[src/rtl/jtag_cmd_regfile.sv]
// jtag_cmd_regfile
//   Command decoder and register file behind a word-oriented debug bridge.
//   The block keeps bridge_req raised in RECV until the bridge acks a word. It
//   then decodes the top byte as a command and drops the request for one GAP
//   cycle. Commands write host registers, read one back, send a report burst
//   (header plus snapshot words), or pulse strobes. Sends are serviced through
//   the same request/ack handshake with bridge_wr high.
//
// Ports
//   clk          sole clock, rising edge
//   reset_n      asynchronous active-low reset
//   bridge_d     word presented to the bridge while sending (registered)
//   bridge_q     word received from the bridge
//   bridge_req   transfer request (registered)
//   bridge_wr    1 = send bridge_d, 0 = receive bridge_q (registered)
//   bridge_ack   one-cycle transfer-complete pulse
//   regs         NREGS packed registers, register i at [i*REGW +: REGW]
//   reg_upd      one-cycle write pulse per register
//   report_in    NREPORT packed report words, word j at [j*32 +: 32]
//   user_strobe  one-cycle pulse on command 0xFD
//   soft_reset   one-cycle pulse on command 0xFF (also clears regs)
//   busy         high while a send sequence is pending

module jtag_cmd_regfile #(
  parameter int unsigned NREGS   = 8,
  parameter int unsigned REGW    = 24,
  parameter int unsigned NREPORT = 4
) (
  input  logic                    clk,
  input  logic                    reset_n,
  output logic [31:0]             bridge_d,
  input  logic [31:0]             bridge_q,
  output logic                    bridge_req,
  output logic                    bridge_wr,
  input  logic                    bridge_ack,
  output logic [NREGS*REGW-1:0]   regs,
  output logic [NREGS-1:0]        reg_upd,
  input  logic [NREPORT*32-1:0]   report_in,
  output logic                    user_strobe,
  output logic                    soft_reset,
  output logic                    busy
);

  localparam logic [7:0] CmdReport   = 8'hFE;
  localparam logic [7:0] CmdStrobe   = 8'hFD;
  localparam logic [7:0] CmdSoftRst  = 8'hFF;
  localparam logic [7:0] CmdRbBase   = 8'h80;
  localparam logic [7:0] NReportByte = 8'(NREPORT);

  typedef enum logic [1:0] {StRecv, StGap, StSendHdr, StSendData} state_e;

  state_e           state_q;
  logic             req_q;
  logic             wr_q;
  logic [31:0]      d_q;
  logic [REGW-1:0]  regs_q [NREGS];
  logic [NREGS-1:0] upd_q;
  logic             strobe_q;
  logic             srst_q;
  logic             busy_q;
  // Set when the pending sequence is a report burst rather than a readback.
  logic             rpt_q;
  // Count of words of the current sequence already acked (header counts).
  logic [7:0]       idx_q;
  logic [31:0]      snap_q [NREPORT];
  // Holds the request low for one extra clock after reset release.
  logic             started_q;

  logic [7:0]  cmd;
  logic        rb_hit;
  logic [23:0] rb_val;
  logic [31:0] snap_word;
  logic [7:0]  last_idx;
  logic        unused_q_bits;

  assign cmd           = bridge_q[31:24];
  assign last_idx      = rpt_q ? NReportByte : 8'd0;
  // Payload bits above REGW are simply not stored.
  assign unused_q_bits = ^bridge_q;

  // Readback decode: 0x80+i selects register i, zero-extended to 24 bits.
  always_comb begin
    rb_hit = 1'b0;
    rb_val = '0;
    for (int unsigned i = 0; i < NREGS; i++) begin
      if (cmd == CmdRbBase + i[7:0]) begin
        rb_hit             = 1'b1;
        rb_val[REGW-1:0]   = regs_q[i];
      end
    end
  end

  // Next snapshot word to present: after idx_q acked words (header first),
  // the next data word is snapshot entry idx_q.
  always_comb begin
    snap_word = '0;
    for (int unsigned j = 0; j < NREPORT; j++) begin
      if (idx_q == j[7:0]) begin
        snap_word = snap_q[j];
      end
    end
  end

  always_ff @(posedge clk or negedge reset_n) begin
    if (!reset_n) begin
      state_q   <= StRecv;
      req_q     <= 1'b0;
      wr_q      <= 1'b0;
      d_q       <= '0;
      upd_q     <= '0;
      strobe_q  <= 1'b0;
      srst_q    <= 1'b0;
      busy_q    <= 1'b0;
      rpt_q     <= 1'b0;
      idx_q     <= '0;
      started_q <= 1'b0;
      for (int unsigned i = 0; i < NREGS; i++) begin
        regs_q[i] <= '0;
      end
      for (int unsigned j = 0; j < NREPORT; j++) begin
        snap_q[j] <= '0;
      end
    end else begin
      upd_q    <= '0;
      strobe_q <= 1'b0;
      srst_q   <= 1'b0;

      unique case (state_q)
        StRecv: begin
          if (!req_q) begin
            // Only reachable straight after reset: wait one clock, then request.
            if (started_q) begin
              req_q <= 1'b1;
            end else begin
              started_q <= 1'b1;
            end
          end else if (bridge_ack) begin
            req_q   <= 1'b0;
            state_q <= StGap;

            for (int unsigned i = 0; i < NREGS; i++) begin
              if (cmd == i[7:0]) begin
                regs_q[i] <= bridge_q[REGW-1:0];
                upd_q[i]  <= 1'b1;
              end
            end

            if (rb_hit) begin
              d_q    <= {cmd, rb_val};
              busy_q <= 1'b1;
              rpt_q  <= 1'b0;
              idx_q  <= '0;
            end

            if (cmd == CmdReport) begin
              for (int unsigned j = 0; j < NREPORT; j++) begin
                snap_q[j] <= report_in[j*32 +: 32];
              end
              d_q    <= {CmdReport, NReportByte, 16'h0000};
              busy_q <= 1'b1;
              rpt_q  <= 1'b1;
              idx_q  <= '0;
            end

            if (cmd == CmdStrobe) begin
              strobe_q <= 1'b1;
            end

            if (cmd == CmdSoftRst) begin
              srst_q <= 1'b1;
              for (int unsigned i = 0; i < NREGS; i++) begin
                regs_q[i] <= '0;
              end
            end
          end
        end

        StGap: begin
          req_q <= 1'b1;
          if (busy_q) begin
            wr_q    <= 1'b1;
            state_q <= (rpt_q && idx_q == 8'd0) ? StSendHdr : StSendData;
          end else begin
            wr_q    <= 1'b0;
            state_q <= StRecv;
          end
        end

        StSendHdr, StSendData: begin
          if (bridge_ack) begin
            req_q   <= 1'b0;
            state_q <= StGap;
            if (idx_q == last_idx) begin
              busy_q <= 1'b0;
            end else begin
              idx_q <= idx_q + 8'd1;
              d_q   <= snap_word;
            end
          end
        end

        default: state_q <= StRecv;
      endcase
    end
  end

  for (genvar g = 0; g < NREGS; g++) begin : g_regs
    assign regs[g*REGW +: REGW] = regs_q[g];
  end

  assign bridge_d    = d_q;
  assign bridge_req  = req_q;
  assign bridge_wr   = wr_q;
  assign reg_upd     = upd_q;
  assign user_strobe = strobe_q;
  assign soft_reset  = srst_q;
  assign busy        = busy_q;

endmodule

[config.mk]
export PLATFORM = sky130hd
export DESIGN_NAME = jtag_cmd_regfile
export DESIGN_NICKNAME = d
export VERILOG_FILES = /design/src/rtl/jtag_cmd_regfile.sv
export SDC_FILE = /design/constraint.sdc
export NUM_CORES = 1
export LEC_CHECK = 0
export CAP_MARGIN = 10
export CELL_PAD_IN_SITES_DETAIL_PLACEMENT = 0
export CELL_PAD_IN_SITES_GLOBAL_PLACEMENT = 1
export CORE_AREA = 2 2 228 230
export DETAILED_ROUTE_END_ITERATION = 10
export DIE_AREA = 0 0 230 232
export PLACE_DENSITY = 0.76
export SETUP_SLACK_MARGIN = 0.05
export SKIP_CTS_REPAIR_TIMING = 1
export SLEW_MARGIN = 0
export SYNTH_ARGS = -nofsm -noshare
export SYNTH_HDL_FRONTEND = slang
export SYNTH_SLANG_ARGS = --single-unit
[constraint.sdc]
create_clock -name clk -period 2 [get_ports clk]
set_input_delay 0.3 -clock clk [delete_from_list [all_inputs] [get_ports clk]]
set_output_delay 0.3 -clock clk [all_outputs]
set_load 0.1 [all_outputs]
==> key figures <==
Outcome
  • Outcome: finished, violations left
  • Violated checks: setup timing

Yosys
  • Register area share after synthesis: between 50% and 60%
  • FFs w/ async S/R, synth: 100%
  • Largest cells by area after synthesis: dfrtp_1, nand2_1, mux2_2
  • Cells after synthesis: 1792
  • Cell variety after synth: 60
  • Syn avg cell area: a little under 10 sq um
  • Synthesized area: 17600 sq um
  • Post-synth top area cell: dfrtp_1
  • EDFF count, synth: 0
  • Register bit total from synthesis: approximately 380
  • Yosys top cell area share: between 50% and 60%
  • Syn_nets: ~2k
  • Yosys warns: 0
  • Synth Flop Type: dfrtp_1

Clock network
  • H-tree levels: 2
  • CTS Buf Count: 44
  • # clock sinks: between 300 and 400
  • CTS root buffer: clkbuf_16
  • CTS tree: yes
  • Clock tree buffer depth: 3
  • Reg clk slew, reported paths: 0.06 ns
  • Clk_lat worst skew: 0.58 ns

Setup path
  • Max FO, Critical Path: 11
  • Crit path kind: flop to flop
  • Required @ worst endpoint: 2.44 ns
  • Startpoint Class: flop
  • Critical Path End Type: flop
  • CP arrival: between 2 and 3 ns

GRT
  • Total GRT Usage: 26.8%
  • Antenna violations before repair: 3
  • GRT overflow: 0
  • Pin count of the biggest net entering global routing: 79
  • First-pass GRT wire length: around 110 mm
  • Vias in the first global route: 16.2k

Cells and area
  • Commonest non-fill, non-tap cell in the layout: buf_4
  • Layout cells sized above 1: approximately two fifths
  • Fin util: ~54%
  • Most frequent cells in the layout: buf_4, nand2_1, dfrtp_1
  • Non-filler cells, final: around 3.1k
  • Area Growth Syn to Fin: 57.5%
  • Fin nets: between 2k and 3k

Power and ir drop
  • PwrDens: between 900 and 1000 nW/um^2
  • P_leak: 13.3 nW
  • Pwr Total: around 28 mW
  • Max rail drop VDD: 0.809 mV

Drt
  • Vias/cell: between 5 and 6
  • Antenna Nets Post-Route: 0
  • Routed Wire Length: approximately 80 mm
  • Drt initial violations: between 1k and 1.5k
  • TritonRoute pass-1 iters: 5
  • Via count: between 15k and 20k
  • DR WL/cell: between 20 and 30 microns
  • DRC violations left: 0

Die
  • Die footprint: 53400 sq um
  • Die X: around 230 microns
  • Rows: 83
  • Starting Density: approximately 35%
  • Core ar.: 50900 sq um
  • Chip height: 232 microns
  • # IOs: 400

Placement
  • GP Congestion: approximately 0.91
  • Number of buffers added on ports: 399
  • Hpwl dp: roughly 55 mm
  • Placed cells: between 2k and 3k

STA
  • RSZ-0062 raised after global routing: true
  • # setup viols final: about 270
  • Max Freq: between 400 and 500 MHz
  • Slew @ Worst Pin: 0.660 ns
  • Clk_skew: around 0.028 ns
  • Final count of pins violating max slew: 0
  • Setup ws final: -0.169 ns
  • Fin crit share: 108%
  • Slew HR: 55.9%
  • Final min period: 2.17 ns
  • Hold Vio Cnt, Final: 0

Job
  • Max_cap viols: 0

Min path
  • Hold/Removal Path Class: input port to flop
## worst max-delay path: stages (launching register included)
cell and delay [ns]:
dfrtp_1 0.37, nand4bb_4 0.26, or3_4 0.41, nor2_4 0.24, clkbuf_16 0.25, clkbuf_16 0.19, mux2_4 0.31
## logic make-up (layout without fill, tap and decap cells)
kind of cell             count (synthesis)  in the layout  synth area share (%)
AO/OA/AOI/OAI                          347            348                  13.9
XOR/XNOR                                 7              7                 0.349
adder cells (fa/ha/maj)                  4              4                 0.285
buffers and inverters                  206            817                  5.23
flip-flops                             377            377                  53.7
multiplexers                           129            129                  8.46
other                                    0              1                     0
AND/OR/NAND/NOR                        722            724                  18.1
## synth_stat cells, types with 4 or more instances
master      n
dfrtp_1   377
mux4_2      5
a21o_1      7
buf_1      11
buf_4      20
nand2_1   399
nand2b_1    7
nand4_1     6
a22oi_1    14
a221o_1    34
o21a_1     16
clkbuf_1   91
nand3b_1    4
inv_1      36
and2_1      5
o31ai_1    12
xnor2_1     4
o211ai_1    8
o21ai_0    82
a211o_1    10
ha_1        4
nor2_1     55
o21ai_1     4
a21oi_1    51
a211oi_1    9
a221oi_1   23
or3_1      12
o221ai_1    6
a22o_1     29
nand3_1   172
nor2b_1     5
buf_2      45
mux2i_1    18
and2_0      5
o22a_1      6
o22ai_1    19
nor3_1     24
o32ai_1     4
nor4_1     12
mux2_2    106
## layer usage
metal | share of wire (%) | GRT usage (%) | vias up
li1 | - | - | 7484
met1 | 43 | 37.9 | 8646
met2 | 46 | 41.7 | 741
met3 | 8.0 | 6.08 | 116
met4 | 2.3 | 6.21 | 4
met5 | 0.041 | 0 | -
## registers in the layout, indices dropped and copies added (netlist names)
register	count
snap_q	128
state_q	2
started_q	1
bridge_req	1
rpt_q	1
reg_upd	8
busy	1
user_strobe	1
regs	192
bridge_d	32
bridge_wr	1
idx_q	8
soft_reset	1
## layout make-up
class / instances / area (sq um)
well taps: 680 / 851
fillers: 4381 / 23200
multi-input cells: 1212 / 8890
diodes: 1 / 2.50
clock buffers: 67 / 1300
inverters: 37 / 151
repair buffers: 701 / 6820
clock inverters: 12 / 223
flip-flops and latches: 377 / 9440
## stage by stage
step | worst slack [ns] | hold slack (ns) | cell area [sq um] | setup TNS, ns
after CTS | -0.384 | -0.377 | 25500 | -13.15
after global placement | -0.926 | 0.243 | 24000 | -207.58
after floorplan | -0.137 | 0.00441 | 18500 | -26.59
after detailed placement | -0.923 | 0.246 | 24000 | -221.45
final | -0.169 | 0.100 | 27700 | -20.04
after global routing | -0.211 | 0.117 | 27700 | -31.82
## worst paths after layout
path | slack (ns) | depth (start not counted) | to | from
max in group asynchronous | 0.97 | 3 | reg_upd[1] | reset_n
hold reg to reg | 0.49 | 2 | bridge_d[27] | bridge_d[27]
hold / removal | 0.10 | 3 | bridge_d[30] | bridge_q[30]
setup reg to reg | -0.17 | 6 | snap_q[126] | state_q[0]
setup / recovery | -0.17 | 6 | snap_q[126] | state_q[0]
min in group asynchronous | 0.23 | 2 | snap_q[99] | reset_n
## where the power goes
group | total (mW) | leakage, nW | switching [mW] | internal (mW)
sequential | 8.81 | 5.07 | 0.562 | 8.25
clock | 8.62 | 0.737 | 3.37 | 5.24
combinational | 10.2 | 7.52 | 6.63 | 3.60
Note: power is estimated with default switching activity, not from simulation.
